===== src/rtl/alu_pkg.sv =====
// alu_pkg: shared types and constants for the ALU arbiter slice.
//   state_t      - arbiter FSM state encoding (IDLE, EXEC, RESP)
//   CTRL_*       - 3-bit ALU operation codes; 110/111 are illegal
//   FLAG_*       - bit positions inside the 4-bit {N,Z,C,V} flag vector
//   ctrl_valid() - returns 1 for a legal operation code
package alu_pkg;

  localparam int DATA_W = 32;
  localparam int FLAG_W = 4;

  typedef enum logic [1:0] {
    IDLE = 2'd0,
    EXEC = 2'd1,
    RESP = 2'd2
  } state_t;

  localparam logic [2:0] CTRL_AND = 3'b000;
  localparam logic [2:0] CTRL_OR  = 3'b001;
  localparam logic [2:0] CTRL_XOR = 3'b010;
  localparam logic [2:0] CTRL_BIC = 3'b011;
  localparam logic [2:0] CTRL_ADD = 3'b100;
  localparam logic [2:0] CTRL_SUB = 3'b101;

  localparam int FLAG_N = 3;
  localparam int FLAG_Z = 2;
  localparam int FLAG_C = 1;
  localparam int FLAG_V = 0;

  function automatic logic ctrl_valid(input logic [2:0] ctrl);
    return (ctrl <= CTRL_SUB);
  endfunction

endpackage


===== src/rtl/alu.sv =====
// alu: purely combinational 32-bit ALU.
//   a, b    in  32  operands
//   ctrl    in  3   operation code (alu_pkg::CTRL_*)
//   result  out 32  operation result (0 for an illegal code)
//   flags   out 4   {N,Z,C,V} of this operation (0000 for an illegal code)
//   err     out 1   illegal operation code
module alu
  import alu_pkg::*;
(
  input  logic [DATA_W-1:0] a,
  input  logic [DATA_W-1:0] b,
  input  logic [2:0]        ctrl,
  output logic [DATA_W-1:0] result,
  output logic [FLAG_W-1:0] flags,
  output logic              err
);

  logic [DATA_W:0] sum;
  logic            carry;
  logic            ovf;

  always_comb begin
    sum    = '0;
    result = '0;
    carry  = 1'b0;
    ovf    = 1'b0;
    err    = !ctrl_valid(ctrl);
    case (ctrl)
      CTRL_AND: result = a & b;
      CTRL_OR:  result = a | b;
      CTRL_XOR: result = a ^ b;
      CTRL_BIC: result = a & ~b;
      CTRL_ADD: begin
        sum    = {1'b0, a} + {1'b0, b};
        result = sum[DATA_W-1:0];
        carry  = sum[DATA_W];
        ovf    = (a[DATA_W-1] == b[DATA_W-1]) && (result[DATA_W-1] != a[DATA_W-1]);
      end
      CTRL_SUB: begin
        // a + ~b + 1: carry out means "no borrow"
        sum    = {1'b0, a} + {1'b0, ~b} + {{DATA_W{1'b0}}, 1'b1};
        result = sum[DATA_W-1:0];
        carry  = sum[DATA_W];
        ovf    = (a[DATA_W-1] != b[DATA_W-1]) && (result[DATA_W-1] != a[DATA_W-1]);
      end
      default: result = '0;
    endcase

    flags = '0;
    if (!err) begin
      flags[FLAG_N] = result[DATA_W-1];
      flags[FLAG_Z] = (result == '0);
      flags[FLAG_C] = carry;
      flags[FLAG_V] = ovf;
    end
  end

endmodule


===== src/rtl/alu_arbiter.sv =====
// alu_arbiter: two-requester round-robin front end to a single shared ALU.
//   clk, reset_n                 clock, async active-low reset
//   reqN_valid/ready             request handshake (N = 0,1)
//   reqN_a/b/ctrl/setflags       operation, sampled on accept only
//   rspN_valid/ready             response handshake
//   rspN_result/flags/err        response payload, held until consumed
//   flags                        architectural NZCV register
//   busy                         high whenever not IDLE
//
// state | meaning
// IDLE  | ready to grant one of the requesters
// EXEC  | ALU evaluates latched operands; result captured on exit
// RESP  | result presented to the latched requester until consumed
module alu_arbiter
  import alu_pkg::*;
(
  input  logic              clk,
  input  logic              reset_n,
  input  logic              req0_valid,
  output logic              req0_ready,
  input  logic [DATA_W-1:0] req0_a,
  input  logic [DATA_W-1:0] req0_b,
  input  logic [2:0]        req0_ctrl,
  input  logic              req0_setflags,
  input  logic              req1_valid,
  output logic              req1_ready,
  input  logic [DATA_W-1:0] req1_a,
  input  logic [DATA_W-1:0] req1_b,
  input  logic [2:0]        req1_ctrl,
  input  logic              req1_setflags,
  output logic              rsp0_valid,
  input  logic              rsp0_ready,
  output logic [DATA_W-1:0] rsp0_result,
  output logic [FLAG_W-1:0] rsp0_flags,
  output logic              rsp0_err,
  output logic              rsp1_valid,
  input  logic              rsp1_ready,
  output logic [DATA_W-1:0] rsp1_result,
  output logic [FLAG_W-1:0] rsp1_flags,
  output logic              rsp1_err,
  output logic [FLAG_W-1:0] flags,
  output logic              busy
);

  state_t            state_q, state_d;
  logic              last_q, last_d;     // requester granted most recently
  logic              id_q, id_d;         // requester owning the transaction
  logic [DATA_W-1:0] a_q, a_d, b_q, b_d;
  logic [2:0]        ctrl_q, ctrl_d;
  logic              setf_q, setf_d;
  logic [DATA_W-1:0] result_q, result_d;
  logic [FLAG_W-1:0] rflags_q, rflags_d;
  logic              err_q, err_d;
  logic [FLAG_W-1:0] flags_q, flags_d;

  logic              grant0, grant1;
  logic [DATA_W-1:0] alu_result;
  logic [FLAG_W-1:0] alu_flags;
  logic              alu_err;
  logic              rsp_done;

  alu u_alu (
    .a      (a_q),
    .b      (b_q),
    .ctrl   (ctrl_q),
    .result (alu_result),
    .flags  (alu_flags),
    .err    (alu_err)
  );

  // On contention the requester not granted last wins.
  assign grant0 = req0_valid && (!req1_valid || last_q);
  assign grant1 = req1_valid && (!req0_valid || !last_q);

  assign rsp_done = id_q ? rsp1_ready : rsp0_ready;

  always_comb begin
    state_d  = state_q;
    last_d   = last_q;
    id_d     = id_q;
    a_d      = a_q;
    b_d      = b_q;
    ctrl_d   = ctrl_q;
    setf_d   = setf_q;
    result_d = result_q;
    rflags_d = rflags_q;
    err_d    = err_q;
    flags_d  = flags_q;
    case (state_q)
      IDLE: begin
        if (grant0 || grant1) begin
          id_d    = grant1;
          last_d  = grant1;
          a_d     = grant1 ? req1_a        : req0_a;
          b_d     = grant1 ? req1_b        : req0_b;
          ctrl_d  = grant1 ? req1_ctrl     : req0_ctrl;
          setf_d  = grant1 ? req1_setflags : req0_setflags;
          state_d = EXEC;
        end
      end
      EXEC: begin
        result_d = alu_result;
        rflags_d = alu_flags;
        err_d    = alu_err;
        if (setf_q && !alu_err) flags_d = alu_flags;
        state_d  = RESP;
      end
      RESP: begin
        if (rsp_done) state_d = IDLE;
      end
      default: state_d = IDLE;
    endcase
  end

  always_ff @(posedge clk or negedge reset_n) begin
    if (!reset_n) begin
      state_q  <= IDLE;
      last_q   <= 1'b1;
      id_q     <= 1'b0;
      a_q      <= '0;
      b_q      <= '0;
      ctrl_q   <= '0;
      setf_q   <= 1'b0;
      result_q <= '0;
      rflags_q <= '0;
      err_q    <= 1'b0;
      flags_q  <= '0;
    end else begin
      state_q  <= state_d;
      last_q   <= last_d;
      id_q     <= id_d;
      a_q      <= a_d;
      b_q      <= b_d;
      ctrl_q   <= ctrl_d;
      setf_q   <= setf_d;
      result_q <= result_d;
      rflags_q <= rflags_d;
      err_q    <= err_d;
      flags_q  <= flags_d;
    end
  end

  assign req0_ready  = (state_q == IDLE) && grant0;
  assign req1_ready  = (state_q == IDLE) && grant1;
  assign rsp0_valid  = (state_q == RESP) && !id_q;
  assign rsp1_valid  = (state_q == RESP) && id_q;
  assign rsp0_result = result_q;
  assign rsp1_result = result_q;
  assign rsp0_flags  = rflags_q;
  assign rsp1_flags  = rflags_q;
  assign rsp0_err    = err_q;
  assign rsp1_err    = err_q;
  assign flags       = flags_q;
  assign busy        = (state_q != IDLE);

endmodule


===== config.mk =====
export PLATFORM = sky130hd
export DESIGN_NAME = alu_arbiter
export DESIGN_NICKNAME = d
export VERILOG_FILES = /design/src/rtl/alu_pkg.sv /design/src/rtl/alu.sv /design/src/rtl/alu_arbiter.sv
export SDC_FILE = /design/constraint.sdc
export NUM_CORES = 1
export LEC_CHECK = 0
export CORE_MARGIN = 5
export CORE_UTILIZATION = 50
export CTS_CLUSTER_DIAMETER = 30
export DETAILED_ROUTE_END_ITERATION = 10
export HOLD_SLACK_MARGIN = 0.02
export PLACE_DENSITY = 0.8
export SKIP_CTS_REPAIR_TIMING = 1
export SYNTH_ARGS = -nofsm -noshare
export SYNTH_HDL_FRONTEND = slang
export SYNTH_SLANG_ARGS = --single-unit

===== constraint.sdc =====
create_clock -name clk -period 5.9 [get_ports clk]
set_input_delay 1.18 -clock clk [delete_from_list [all_inputs] [get_ports clk]]
set_output_delay 1.18 -clock clk [all_outputs]
set_load 0.005 [all_outputs]

==> reports/qor.csv, run 1 <==
metric,value,unit
required time of the critical path,4.72,ns
synthesized cell area,0.0111,sq mm
most frequently used flop master after synthesis,sky130_fd_sc_hd__dfrtp_1,
Final Critical Period,4.09,ns
hold slack,0.500,ns
max-cap viol count,0,
count of final max-slew check failures,0,
total routing usage reported by global routing,28.0,%
ratio of final minimum period to clock period,69.3,%
RSZ-0062 raised after global routing,no,
number of enable-type register cells in the synthesized netlist,0,
adder-cell share of the synthesized area,11.8,%
leakage power of the design,0.00608,uW
main combinational cell family by area after synthesis,compound AO/OA/AOI/OAI gates,
initial cell density of the core,50.8,%
later-pin clock latency in the skew report,0.44,ns
via/cell ratio,6.07,
CP arrival,2.91,ns
DR WL/cell,19.8,um
Placeable Area,0.0219,sq mm
"worst slack, placed",1.82,ns
Syn Nets,1704,
CP Cell Sequence,clkdlybuf4s50_1 > a21boi_4 > and2_1 > clkdlybuf4s50_1,
P&R area growth vs syn,24.6,%
number of diodes,0,
clock tree from TritonCTS,done,
crit-path max cell delay,0.51,ns
most common cell type on the critical path,sky130_fd_sc_hd__clkdlybuf4s50_1,
wire length of the first global-routing pass,57900,um
Die Area,0.0253,sq mm
FMAX,244,MHz
Worst Setup Path Type,primary input to primary output,
clock transition at the register clock pins on the worst setup and hold paths after CTS,0.06,ns
number of ports placed on the die boundary,225,
worst clock skew on the final layout,0.0115,ns
routability congestion estimate,1.04,
number of synthesis warnings,0,
Synth Area in Simple Gates,19.8,%
worst r2r src,a_q[1],
critical path's top delay family,buffers and inverters,
vias,11449,
clock tree sinks,113,
detailed-route DRC error count,0,
number of levels in the clock H-tree,4,
number of nets in the layout,1840,
number of nets with antenna violations after routing,0,
Relative slew margins,20.3,%
slack of the worst reg-to-reg path,1.86,ns
"commonest cells after routing, fill and taps aside","sky130_fd_sc_hd__clkdlybuf4s50_1 (223), sky130_fd_sc_hd__nor2_1 (194), sky130_fd_sc_hd__a21oi_1 (173)",
Hold Path Stages,2,
overall power consumption,9870,uW
mean cell area of the mapped netlist,7.63,sq um
endpoint of the lowest-slack register-to-register path,flags[2],
pin count of the biggest net entering global routing,138,
path type of the worst min-delay path,register to register,
die span in y,159,um
count of port buffers added during placement,224,
count of buffer and inverter cells on the critical path,2,
asr flop ratio synth,100,%
#FFs+latches synth,113,
1st-pass router iterations,7,
global route total overflow,0,
depth of the worst register-to-register path,13,
maximum ir drop on the vdd rail,0.000273,V
number of unique standard cell types used by synthesis,82,
post-synthesis instance total,1458,
mux share of post-synthesis cell area,7.84,%
power per standard cell area,712,mW/mm^2
aggregate routed wire length,37400,um
DRT iter0 DRCs,1218,
launch point of the worst hold path,rsp0_result[16],
element type at the critical path end,primary output,
highest net fanout along the worst path,14,
area fraction in compound gates after synthesis,24.3,%
sort of element at the start of the critical path,primary input,
TritonCTS buffer count,17,
Clk Tree Root Cell,sky130_fd_sc_hd__clkbuf_16,
fraction of the yosys area taken by sequential cells,25.4,%
fin worst setup slack,1.81,ns
number of antenna violations at the first check in global routing,0,
Core Rows,54,
Die Width,159,um
WHS Endpoint,rsp0_result[16],
count of endpoints failing setup in the final report,0,
layout cell share with drive strength beyond 1,4.85,%
standard cell with the maximum stage delay on the critical path,sky130_fd_sc_hd__clkdlybuf4s50_1,
Hold Fails Final Rpt,0,
total half-perimeter wirelength after legalization and detailed placement,29100,um
parity-gate share of the synthesized area counting xor and xnor cells,1.73,%
Clock Tree Buf Depth,2,
vias in the first global route,10415,
most frequent standard cell in the layout excluding fill and tap cells,sky130_fd_sc_hd__clkdlybuf4s50_1,
run status,finished clean,
slew at the pin with the worst max-slew slack,1.19,ns
setup total negative slack,0,ns
-- routing by layer --
metal,GRT usage (%),share of wire (%)
met1,43.5,45
met2,39.2,41
met3,5.77,12
met4,7.64,2.1
met5,0,0
-- power breakdown --
part           total [uW]  switching, uW  internal (uW)
combinational        7190           4500           2690
sequential           1570            456           1120
clock                1110            399            706
total                9870           5360           4510
-- tightest hold or removal path, delay by kind of cell (launching register included) --
family / cells / cell delay (ns)
flip-flops: 1 / 0.36
AO/OA/AOI/OAI: 1 / 0.06
AND/OR/NAND/NOR: 1 / 0.05
-- how the worst max path moves through the flow --
stage | from | end | slack [ns] | cells after the start
floorplan | req1_valid | req1_ready | 2.57 | 4
detailed placement | req1_valid | req1_ready | 1.82 | 4
CTS | req1_valid | req1_ready | 1.81 | 4
global placement | req1_valid | req1_ready | 1.83 | 4
global route | b_q[8] | flags[2] | 1.58 | 13
finish | req1_valid | req1_ready | 1.81 | 4
-- sequential cells by signal (all words and copies together), names as in the netlist --
name and cells:
b_q 32, setf_q 1, flags 4, last_q 1, id_q 1, state_q 2
rsp0_flags 4, rsp0_err 1, a_q 32, rsp0_result 32, ctrl_q 3
-- logic make-up (layout without fill, tap and decap cells) --
family                     count (synthesis)  after routing
adders and majority gates                104            104
DFF                                      113            113
xor gates and xnor gates                  22             22
buffers and inverters                    225            374
AOI/OAI and AO/OA                        438            438
muxes                                     86             86
and+or+nand+nor                          470            470
-- synthesized netlist by cell type (6+ instances only) --
cell type                  count  area (sq um)
sky130_fd_sc_hd__buf_2        23           115
sky130_fd_sc_hd__nor2b_1      20           125
sky130_fd_sc_hd__buf_4        37           278
sky130_fd_sc_hd__nand2b_1     11          68.8
sky130_fd_sc_hd__ha_1        102          1280
sky130_fd_sc_hd__nand2_1     109           409
sky130_fd_sc_hd__buf_1        13          48.8
sky130_fd_sc_hd__nor2_1      195           732
sky130_fd_sc_hd__o21a_1        6          45.0
sky130_fd_sc_hd__inv_1       102           383
sky130_fd_sc_hd__a221oi_1     14           123
sky130_fd_sc_hd__mux2i_1      80           801
sky130_fd_sc_hd__a21o_1       16           120
sky130_fd_sc_hd__o21bai_1      7          52.6
sky130_fd_sc_hd__xnor2_1      20           175
sky130_fd_sc_hd__o21ai_0      97           485
sky130_fd_sc_hd__nand4_1      14          87.6
sky130_fd_sc_hd__o22ai_1      11          68.8
sky130_fd_sc_hd__nor3_1       33           165
sky130_fd_sc_hd__nor4_1       17           106
sky130_fd_sc_hd__o21ai_1       9          45.0
sky130_fd_sc_hd__a31oi_1      15          93.8
sky130_fd_sc_hd__dfrtp_1     112          2800
sky130_fd_sc_hd__a211oi_1     10          75.1
sky130_fd_sc_hd__a21oi_1     173           866
sky130_fd_sc_hd__clkbuf_1     50           188
sky130_fd_sc_hd__a22o_1        6          52.6
sky130_fd_sc_hd__o31ai_1       8          60.1
sky130_fd_sc_hd__nand3_1      27           135
sky130_fd_sc_hd__o211ai_1     10          75.1
-- through the flow --
step | util, % | std cells | area [sq um]
6_report | 63.3 | 1887 | 13900
5_1_grt | 63.3 | 1887 | 13900
4_1_cts | 63.3 | 1887 | 13900
3_5_place_dp | 60.5 | 1855 | 13200
3_3_place_gp | 60.5 | 1855 | 13200
2_1_floorplan | - | 1458 | 11100
-- layout make-up --
class	count	area [sq um]
inverters	102	383
flip-flops and latches	113	2830
repair buffers	240	2370
well taps	280	350
clock buffers	19	433
clock inverters	13	186
multi-input cells	1120	7310
fillers	1910	8030
Power figures use the tool's default switching activity.
==> inputs of run 2 (changes only) <==
--- a/config.mk
+++ b/config.mk
@@ -6,7 +6,7 @@
 export NUM_CORES = 1
 export LEC_CHECK = 0
 export CORE_MARGIN = 5
-export CORE_UTILIZATION = 50
+export CORE_UTILIZATION = 48
 export CTS_CLUSTER_DIAMETER = 30
 export DETAILED_ROUTE_END_ITERATION = 10
 export HOLD_SLACK_MARGIN = 0.02
==> constraint.sdc (replaced) <==
create_clock -name clk -period 3.7 [get_ports clk]
set_input_delay 0.74 -clock clk [delete_from_list [all_inputs] [get_ports clk]]
set_output_delay 0.74 -clock clk [all_outputs]
set_load 0.005 [all_outputs]
==> reports/qor.csv, run 2 (same netlist as run 1, synthesis figures left out) <==
metric,value,unit,change
hold slack,0.237,ns,-0.263 ns
top layer reached by signal wires,met5,,
TritonCTS buffer count,17,,unchanged
number of nets with antenna violations after routing,0,,unchanged
"commonest cells after routing, fill and taps aside","sky130_fd_sc_hd__clkdlybuf4s50_1 (223), sky130_fd_sc_hd__nor2_1 (194), sky130_fd_sc_hd__a21oi_1 (169)",,
max-cap viol count,0,,unchanged
met3 layer wire length in the routed design,4370,um,+0.97%
critical path's top delay family,simple AND/OR/NAND/NOR gates,,
Final Critical Period,3.63,ns,
slack of the worst reg-to-reg path,0.07,ns,-1.79 ns
count of buffer and inverter cells on the critical path,3,,+1
global route total overflow,0,,unchanged
Core Rows,55,,+1.9%
worst clock skew on the final layout,0.0183,ns,+0.00680 ns
slew at the pin with the worst max-slew slack,0.757,ns,-0.428 ns
total half-perimeter wirelength after legalization and detailed placement,31800,um,+9.2%
"worst slack, placed",-0.0964,ns,-1.91 ns
depth of the worst register-to-register path,16,,+3
later-pin clock latency in the skew report,0.43,ns,about the same
Post-Route M1 WL,18300,um,+8.1%
total routing usage reported by global routing,29.8,%,+1.8 points
run status,finished clean,,
most frequent standard cell in the layout excluding fill and tap cells,sky130_fd_sc_hd__clkdlybuf4s50_1,,
routability congestion estimate,1.00,,-3.6%
leakage power of the design,0.00666,uW,+9.5%
sort of element at the start of the critical path,register,,
CP arrival,3.97,ns,+1.06 ns
P&R area growth vs syn,34.8,%,
count of port buffers added during placement,224,,unchanged
power per standard cell area,1190,mW/mm^2,+68%
RSZ-0062 raised after global routing,yes,,
count of final max-slew check failures,0,,unchanged
crit-path max cell delay,0.44,ns,-0.07 ns
highest net fanout along the worst path,5,,-9
Die Width,162,um,+1.9%
vias,12077,,+5.5%
clock transition at the register clock pins on the worst setup and hold paths after CTS,0.06,ns,about the same
aggregate routed wire length,40600,um,+8.4%
wire length of the first global-routing pass,62600,um,+8.1%
number of antenna violations at the first check in global routing,1,,+1
via/cell ratio,6.03,,-0.67%
count of endpoints failing setup in the final report,0,,unchanged
Clk Tree Root Cell,sky130_fd_sc_hd__clkbuf_16,,
required time of the critical path,4.04,ns,-0.68 ns
pin count of the biggest net entering global routing,69,,-50%
Hold Fails Final Rpt,0,,unchanged
worst r2r src,b_q[0],,
clock tree from TritonCTS,done,,
CP Cell Sequence,buf_4 > ha_1 > inv_1 > fa_2 > nand2b_4 > a2111o_1 > a21oi_2 > buf_4 > nor4_4 > or4_1 > a21oi_2 > or4b_4 > nand3_2 > nor4b_4 > nand4_1 > o21ai_1,,
detailed-route DRC error count,0,,unchanged
initial cell density of the core,49.0,%,-1.8 points
layout cell share with drive strength beyond 1,13.6,%,+8.7 points
endpoint of the lowest-slack register-to-register path,flags[2],,
number of nets in the layout,1951,,+6.0%
fin worst setup slack,0.0712,ns,-1.74 ns
FMAX,276,MHz,
DR WL/cell,20.3,um,+2.1%
clock tree sinks,113,,unchanged
number of levels in the clock H-tree,4,,unchanged
Met2 Routed Length,17000,um,+11%
Die Area,0.0263,sq mm,+3.9%
1st-pass router iterations,6,,-1
Clock Tree Buf Depth,2,,unchanged
vias in the first global route,11353,,+9.0%
ratio of final minimum period to clock period,98.1,%,
number of ports placed on the die boundary,225,,unchanged
Relative slew margins,49.5,%,+29 points
element type at the critical path end,register,,
Placeable Area,0.0227,sq mm,+3.7%
Worst Setup Path Type,register to register,,
standard cell with the maximum stage delay on the critical path,sky130_fd_sc_hd__or4_1,,
maximum ir drop on the vdd rail,0.000632,V,+130%
DRT iter0 DRCs,1364,,+12%
die span in y,162,um,+1.9%
path type of the worst min-delay path,primary input to asynchronous set/reset pin,,
[run 2: worst max-delay path by stage]
stage                  from       endpoint  cells after the start
floorplan            a_q[0]       flags[2]                     15
global placement     b_q[1]       flags[2]                     15
detailed placement   b_q[1]       flags[2]                     15
CTS                  b_q[1]       flags[2]                     15
global route        b_q[11]  rsp0_flags[2]                     17
finish               b_q[0]       flags[2]                     16
[run 2: power breakdown]
group	internal, uW	total, uW	switching, uW	leakage [uW]
Combinational	5700	13800	8100	0.00504
Sequential	1790	2390	599	0.00133
Clock	1080	1720	646	0.000285
Total	8560	17900	9340	0.00666
[run 2: layer usage]
metal	vias to the layer above	global-route usage (%)
met1	5688	45.7
met4	2	8.04
li1	5611	-
met2	699	43.0
met3	77	5.05
met5	-	0
[run 2: metrics by stage]
stage	instance area (sq um)	power [uW]	setup TNS (ns)	util (%)	std cells
6_report	15000	17900	0	66.1	2004
5_1_grt	15000	19100	-0.0676	66.1	2003
3_5_place_dp	14100	15000	-0.158	62.1	1966
4_1_cts	14700	16800	-0.266	64.7	1998
3_3_place_gp	14100	14900	-0.309	62.1	1966
2_1_floorplan	11100	10300	0	-	1458
[run 2: layout make-up]
type                       count  area [sq um]
sequential                   113          2830
inverter                     102           383
fill                        1890          7710
clock inverter                13           161
clock buffer                  19           443
timing repair buffer         351          3260
multi-input combinational   1120          7570
antenna                        1          2.50
tap                          285           357
